$ cat config.mk
export PLATFORM = sky130hd
export DESIGN_NAME = ssd_display_ctrl
export DESIGN_NICKNAME = d
export VERILOG_FILES = /design/src/rtl/ssd_display_ctrl.sv
export SDC_FILE = /design/constraint.sdc
export NUM_CORES = 1
export LEC_CHECK = 0
export ABC_CLOCK_PERIOD_IN_PS = 1800
export CAP_MARGIN = 10
export CORE_UTILIZATION = 30
export CTS_CLUSTER_DIAMETER = 120
export DETAILED_ROUTE_END_ITERATION = 10
export MAX_ROUTING_LAYER = met4
export PLACE_DENSITY = 0.56
export SYNTH_ARGS = -nofsm -noshare
export SYNTH_HDL_FRONTEND = slang
export SYNTH_SLANG_ARGS = --single-unit
$ cat constraint.sdc
create_clock -name clk -period 1.8 [get_ports clk]
set_clock_uncertainty 0.1 [all_clocks]
set_input_delay 0.36 -clock clk [delete_from_list [all_inputs] [get_ports clk]]
set_output_delay 0.36 -clock clk [all_outputs]
set_load 0.005 [all_outputs]
$ cat src/rtl/ssd_display_ctrl.sv
// Four-digit seven-segment controller: sequential double-dabble BCD conversion plus multiplexed scan.
// Optional build macro SSD_LEADING_ZERO_BLANK_EN blanks leading zero digits (units always shown).
module ssd_display_ctrl #(
    parameter int REFRESH_BITS = 20
) (
    input  logic        clk,
    input  logic        rst,
    input  logic [12:0] num,
    input  logic        load,
    output logic        busy,
    output logic [3:0]  Anode,
    output logic [6:0]  LED_out
);

    typedef enum logic [1:0] {IDLE, SHIFT, COMMIT} state_t;

    state_t                  r_state, w_stateNext;
    logic [12:0]             r_bin, w_binNext;
    logic [15:0]             r_bcd, w_bcdNext, w_bcdAdj;
    logic [3:0]              r_cnt, w_cntNext;
    logic [15:0]             r_digits, w_digitsNext;
    logic [REFRESH_BITS-1:0] r_refresh;
    logic [3:0]              r_anode, w_anodeNext;
    logic [6:0]              r_led, w_ledNext;
    logic [1:0]              w_sel;
    logic [3:0]              w_digit;
    logic                    w_blank;

    assign busy    = (r_state != IDLE);
    assign Anode   = r_anode;
    assign LED_out = r_led;
    assign w_sel   = r_refresh[REFRESH_BITS-1 -: 2];

    // Add-3 correction is applied to every nibble before each shift.
    always_comb begin
        w_bcdAdj = r_bcd;
        for (int i = 0; i < 4; i++) begin
            if (r_bcd[i*4 +: 4] >= 4'd5) begin
                w_bcdAdj[i*4 +: 4] = r_bcd[i*4 +: 4] + 4'd3;
            end
        end
    end

    always_comb begin
        w_stateNext  = r_state;
        w_binNext    = r_bin;
        w_bcdNext    = r_bcd;
        w_cntNext    = r_cnt;
        w_digitsNext = r_digits;
        case (r_state)
            IDLE: begin
                if (load) begin
                    w_binNext   = num;
                    w_bcdNext   = 16'd0;
                    w_cntNext   = 4'd13;
                    w_stateNext = SHIFT;
                end
            end
            SHIFT: begin
                {w_bcdNext, w_binNext} = {w_bcdAdj[14:0], r_bin, 1'b0};
                w_cntNext = r_cnt - 4'd1;
                if (r_cnt == 4'd1) begin
                    w_stateNext = COMMIT;
                end
            end
            COMMIT: begin
                w_digitsNext = r_bcd;
                w_stateNext  = IDLE;
            end
            default: w_stateNext = IDLE;
        endcase
    end

    always_comb begin
        w_anodeNext = 4'b1111;
        w_digit     = 4'd0;
        w_blank     = 1'b0;
        case (w_sel)
            2'd0: begin w_anodeNext = 4'b0111; w_digit = r_digits[15:12]; end
            2'd1: begin w_anodeNext = 4'b1011; w_digit = r_digits[11:8];  end
            2'd2: begin w_anodeNext = 4'b1101; w_digit = r_digits[7:4];   end
            default: begin w_anodeNext = 4'b1110; w_digit = r_digits[3:0]; end
        endcase
`ifdef SSD_LEADING_ZERO_BLANK_EN
        case (w_sel)
            2'd0:    w_blank = (r_digits[15:12] == 4'd0);
            2'd1:    w_blank = (r_digits[15:8] == 8'd0);
            2'd2:    w_blank = (r_digits[15:4] == 12'd0);
            default: w_blank = 1'b0;
        endcase
`else
        w_blank = 1'b0;
`endif
        case (w_digit)
            4'd0: w_ledNext = 7'b0000001;
            4'd1: w_ledNext = 7'b1001111;
            4'd2: w_ledNext = 7'b0010010;
            4'd3: w_ledNext = 7'b0000110;
            4'd4: w_ledNext = 7'b1001100;
            4'd5: w_ledNext = 7'b0100100;
            4'd6: w_ledNext = 7'b0100000;
            4'd7: w_ledNext = 7'b0001111;
            4'd8: w_ledNext = 7'b0000000;
            4'd9: w_ledNext = 7'b0000100;
            default: w_ledNext = 7'b1111111;
        endcase
        if (w_blank) begin
            w_ledNext = 7'b1111111;
        end
    end

    always_ff @(posedge clk) begin
        if (!rst) begin
            r_state   <= IDLE;
            r_bin     <= 13'd0;
            r_bcd     <= 16'd0;
            r_cnt     <= 4'd0;
            r_digits  <= 16'd0;
            r_refresh <= '0;
            r_anode   <= 4'b1111;
            r_led     <= 7'b1111111;
        end else begin
            r_state   <= w_stateNext;
            r_bin     <= w_binNext;
            r_bcd     <= w_bcdNext;
            r_cnt     <= w_cntNext;
            r_digits  <= w_digitsNext;
            r_refresh <= r_refresh + 1'b1;
            r_anode   <= w_anodeNext;
            r_led     <= w_ledNext;
        end
    end

endmodule

==> results.toml, run 1 <==
[clocking]
postCtsSetupBuffers = 0
htreeDepth = 3
clkTransAtPathRegs_ns = 0.06
cts_buffer_depth = 2
clk_latency_ns = 0.33
cts_buffers = 9
clock-sinks = 82
cts_tree = "built"
cts-root-buf = "clkbuf_16"

[pwr]
swShare = 0.219
power.internal_uw = 3160
combPwrFrac = 0.081
p_sw_uw = 888
power_per_cell_area_nw_per_um2 = 863
p_leak_uw = 0.00175
total_power_uw = 4050
power_frac_seq = 0.470
max-vdd-ir-drop_uv = 389
clkPwrFrac = 0.450

[detailed_routing]
drt_wl_total_um = 7380
routedWlPerCell_um = 11.7
drtIter0Drc = 140
num_vias = 2889
vias_per_cell = 4.57
drc_errors = 0
dr.pass1.iters = 4
ant_nets = 0

[synthesis]
netlist_instances = 418
syn_area_um2 = 3760
ys_seq_area_frac = 0.437
synth.largest_area_cell = "dfxtp_1"
synth_top_area_frac = 0.437
syn_avg_cell_area_um2 = 8.99
netlist_top_cells_area = "dfxtp_1, a21boi_0, nand2_1"
mappedNetlistNets = 450
ys.warnings.count = 0
ys_types = 40
ys_ff_latch = 82

[critical_path]
cp-end-kind = "register"
cp.required_ns = 1.97
cp-start-kind = "register"
crit_chain = "inv_1 -> ha_1 -> nand2b_1 -> a21oi_1 -> mux2_2 -> o21ai_0 -> and2_1"
crit_type = "register to register"
path_max_fanout = 4
arrival_ns = 1.89
critPathSlowestCell = "dfxtp_1"
slowest_delay_ns = 0.38

[hold_path]
hold_class = "input pin to register"

[cells_and_area]
syn_to_final_growth_pct = 24.8
drive_above_1_share = 0.142
layout_common_cells = "dfxtp_1, nand2_1, a21boi_0, buf_4"
num-fill-cells = 1237
nets = 493
num_antenna_cells = 0
final_common_cell = "dfxtp_1"

[placement]
dp_hpwl_um = 5250
place_ws_ns = -0.0130
gp_congestion = 0.831
numPortBuffers = 27

[floorplanning]
initial_core_util = 0.310
die_w_um = 114
die_y_um = 114
rows = 40
dieArea_um2 = 13000
ioPinCount = 28
core_um2 = 12100

[sta]
rsz0062_at_grt = "yes"
finalHoldViolations = 0
setup-violations-final = 0
slew_violations = 0
period_share = 0.954
fin_ws_ns = 0.0831
tns_ns = 0
fin_crit_ns = 1.72
worst_pin_slew_ns = 0.341
maxSlewHeadroom = 0.771
hold_ws_ns = 0.326
fmax_mhz = 582

[job]
cap_violations = 0

[run_status]
status = "finished, final reports clean"

[global_routing]
grt_use_total = 0.129
grt_pass1_vias = 2846
grt_max_degree = 30
grt_antenna_before_repair = 0
grt_first_pass_wirelength_um = 12900
gr-total-overflow = 0
## path summary, 6_finish.rpt
kind,start,endpoint,slack (ns),cells after the start
max,r_bcd[9],r_bcd[10],0.08,7
min,rst,r_bcd[12],0.33,2
min reg2reg,r_digits[9],r_digits[9],0.36,2
max reg2reg,r_bcd[9],r_bcd[10],0.08,7
## routing by layer
metal / vias to the layer above / GRT usage / wire length, µm
met5: - / - / 0
met4: 0 / 0.0545 / 92
met3: 7 / 0.0287 / 141
met2: 20 / 0.210 / 3570
met1: 1359 / 0.154 / 3580
li1: 1503 / - / -
## cells in the mapped netlist
master / count
mux4_2: 4
mux2i_1: 3
a21oi_1: 8
clkinv_2: 1
o21a_1: 4
nor3_1: 14
a211o_1: 1
clkbuf_1: 20
nor3b_1: 1
and4_1: 2
nand3b_1: 2
and2_2: 1
nor4_2: 2
nand2b_1: 6
nand4_2: 1
o21ai_0: 12
and3_1: 3
xor2_1: 9
or3b_2: 1
buf_2: 2
ha_1: 16
nand3_1: 25
xnor2_1: 16
a21boi_0: 35
and2_1: 25
o21ai_1: 6
nand4_1: 3
buf_6: 1
nor2b_1: 6
nor2_2: 1
mux2_2: 3
inv_1: 14
dfxtp_1: 82
nor2_1: 8
nand2_1: 62
a22oi_1: 13
a211oi_1: 1
or2_1: 1
o22ai_1: 1
a21boi_1: 2
## power groups by stage
| stage | logic [µW] | clock network (µW) | registers, µW |
|---|---|---|---|
| global route | 366 | 1960 | 1910 |
| global placement | 324 | 0 | 1940 |
| finish | 327 | 1820 | 1900 |
| floorplan | 179 | 0 | 1940 |
| detailed placement | 331 | 0 | 1940 |
| CTS | 333 | 1870 | 1900 |
## critical path: cells and delay by family (launching register included)
| kind | cells | cell delay, ns |
|---|---|---|
| simple gates | 2 | 0.26 |
| fa+ha+maj | 1 | 0.18 |
| mux | 1 | 0.35 |
| flops | 1 | 0.38 |
| buf+inv | 1 | 0.09 |
| compound gates | 2 | 0.31 |
## area by class of cell
type	instances	area, µm²	share of cell area
clock inverters	2	37.5	0.00800
clock buffers	12	256	0.0547
well taps	168	210	0.0448
inverters	15	57.6	0.0123
multi-input cells	298	1990	0.424
repair buffers	55	490	0.105
flip-flops and latches	82	1650	0.351
## sequential cells by signal, indices dropped and copies added (netlist names)
register   count
r_bcd         16
LED_out        7
r_bin         13
r_digits      16
r_state        2
Anode          4
r_refresh     20
r_cnt          4
## kinds of logic after synthesis
kind of cell	Yosys count	share of synthesized area
compound gates	83	0.148
flops	82	0.437
xor+xnor	25	0.0582
simple gates	164	0.222
buf+inv	38	0.0409
mux	10	0.0409
fa+ha+maj	16	0.0532
## metrics by stage
| step | util | cell area [µm²] | cells |
|---|---|---|---|
| floorplan | - | 3760 | 418 |
| global route | 0.387 | 4690 | 632 |
| CTS | 0.385 | 4660 | 632 |
| detailed placement | 0.360 | 4360 | 618 |
| finish | 0.387 | 4690 | 632 |
| global placement | 0.360 | 4360 | 618 |
## repair_timing
action	CTS	global route
endpoints found under the setup margin	3	9
cloned	0	0
resized for setup	3	10
hold buffers	0	0
Power figures use the tool's default switching activity.
==> run 2, diff against run 1 <==
--- a/config.mk
+++ b/config.mk
@@ -7,11 +7,11 @@
 export LEC_CHECK = 0
 export ABC_CLOCK_PERIOD_IN_PS = 1800
 export CAP_MARGIN = 10
-export CORE_UTILIZATION = 30
+export CORE_UTILIZATION = 45
 export CTS_CLUSTER_DIAMETER = 120
 export DETAILED_ROUTE_END_ITERATION = 10
 export MAX_ROUTING_LAYER = met4
-export PLACE_DENSITY = 0.56
+export PLACE_DENSITY = 0.62
 export SYNTH_ARGS = -nofsm -noshare
 export SYNTH_HDL_FRONTEND = slang
 export SYNTH_SLANG_ARGS = --single-unit
==> run 2 against run 1 <==
Effect of this change:
- worst hold slack worse by 0.090 ns
- clock-buffer cell count is 2 lower
- design area is 2.4% lower
- power is 5.2% lower
- clock power is 11% lower
- via count is 0.45% higher
- utilization is 19 points higher
- non-clock buffer count is 3 higher
- first-iteration DRC count is 39% lower
- critical path depth is 1 lower
- global-route usage is 6.0 points higher
- routed wire length is 0.20% lower
- largest power group unchanged
- highest routed layer unchanged
==> results.toml, run 2 (synthesis results as in run 1) <==
[run_status]
status = "finished, final reports clean"

[global_routing]
grt_use_total = 0.189
grt_first_pass_wirelength_um = 12800
grt_pass1_vias = 2845
gr-total-overflow = 0
grt_max_degree = 21
grt_antenna_before_repair = 0

[placement]
place_ws_ns = -0.0138
numPortBuffers = 27
dp_hpwl_um = 5100
gp_congestion = 0.814
post-place-cells = 554

[critical_path]
path_max_fanout = 4
crit_chain = "mux4_2 -> inv_2 -> ha_1 -> mux2i_1 -> o22ai_1 -> nand2_1"
crit_type = "register to register"
cp-end-kind = "register"
path_delay_family = "multiplexers"
reg2regPathDepth = 6
slowest_delay_ns = 0.54
critPathSlowestCell = "mux4_2"
worst-path-buf-inv = 1
cp_num_cells = 6
reg2reg_slack_ns = 0.11
cp-start-kind = "register"
arrival_ns = 1.83
cp.required_ns = 1.93

[floorplanning]
rows = 32
ioPinCount = 28
dieArea_um2 = 8720
initial_core_util = 0.477
die_y_um = 93.4
die_w_um = 93.4
core_um2 = 7890

[clocking]
cts-root-buf = "clkbuf_8"
hold_buffers = 0
htreeDepth = 3
cts_buffer_depth = 2
cts_buffers = 9
cts_tree = "built"
clk_latency_ns = 0.35
clock-sinks = 82
clkTransAtPathRegs_ns = 0.08

[sta]
fin_crit_ns = 1.69
worst_pin_slew_ns = 0.392
slew_violations = 0
period_share = 0.941
finalHoldViolations = 0
setup-violations-final = 0
hold_ws_ns = 0.235
fin_ws_ns = 0.106
maxSlewHeadroom = 0.737
fmax_mhz = 590
rsz0062_at_grt = "no"

[cells_and_area]
num-fill-cells = 697
largest_register_ff_count = 20
nets = 496
syn_to_final_growth_pct = 21.8
largestRegisters = "r_refresh x20, r_bcd x16, r_digits x16"
drive_above_1_share = 0.158
top_register = "r_refresh"
num_antenna_cells = 0
utilization = 0.581
layout_common_cells = "dfxtp_1, nand2_1, a21boi_0, buf_4"
fin_cells = 570
final_common_cell = "dfxtp_1"

[pwr]
max-vdd-ir-drop_uv = 420
p_sw_uw = 869
power_frac_seq = 0.494
power.internal_uw = 2970
combPwrFrac = 0.084
swShare = 0.226
power_per_cell_area_nw_per_um2 = 838
p_leak_uw = 0.00173
clkPwrFrac = 0.422

[job]
cap_violations = 0

[detailed_routing]
routedWlPerCell_um = 12.9
drc_errors = 0
ant_nets = 0
num_vias = 2902
drt_wl_total_um = 7370
vias_per_cell = 5.09
drtIter0Drc = 85
dr.pass1.iters = 4

[hold_path]
hold_class = "input pin to register"
hold_path_depth = 2
[run 2: cell types whose count changed in the layout (fill, tap and decap cells not counted), sizes merged]
cell / delta
buf: +3
bufinv: +2
clkbuf: -2
clkinv: +1
[run 2: through the flow]
step / area, µm² / setup TNS, ns / total power (µW)
floorplan: 3760 / 0 / 2110
detailed placement: 4300 / -0.0138 / 2270
global route: 4580 / 0 / 4010
finish: 4580 / 0 / 3840
CTS: 4550 / 0 / 3880
global placement: 4300 / 0 / 2260
[run 2: power by group through the flow]
stage,logic [µW],clock network [µW],registers [µW]
detailed placement,326,0,1940
finish,324,1620,1900
floorplan,179,0,1940
global route,362,1740,1900
CTS,329,1660,1900
global placement,323,0,1940
[run 2: cell type report]
type | count | area [µm²] | share of cell area
tap | 102 | 128 | 0.0279
inverter | 15 | 57.6 | 0.0126
clock buffer | 10 | 138 | 0.0300
timing repair buffer | 58 | 513 | 0.112
multi-input combinational | 298 | 1990 | 0.434
clock inverter | 5 | 103 | 0.0224
sequential | 82 | 1650 | 0.361
[run 2: path summary, 6_finish.rpt]
path / from / to
worst max-delay path: r_refresh[18] / LED_out[2]
worst min-delay path: rst / LED_out[2]
worst max register to register: r_refresh[18] / LED_out[2]
worst min register to register: r_bin[9] / r_bin[9]
[run 2: worst reg2reg max path: stages (launching register included)]
cell and delay (ns):
dfxtp_4 0.38, mux4_2 0.54, inv_2 0.11, ha_1 0.18, mux2i_1 0.07, o22ai_1 0.14, nand2_1 0.06
[run 2: routing by layer]
metal | up-vias | wire length, µm | GRT usage | share of wire
li1 | 1510 | - | - | -
met1 | 1353 | 3650 | 0.226 | 0.50
met2 | 31 | 3440 | 0.312 | 0.47
met3 | 8 | 194 | 0.0488 | 0.026
met4 | 0 | 87 | 0.0628 | 0.012
met5 | - | 0 | - | 0
[run 2: repair_timing]
item,in CTS,in global routing
buffers inserted,0,1
setup endpoints to repair,3,8
resized for setup,6,11
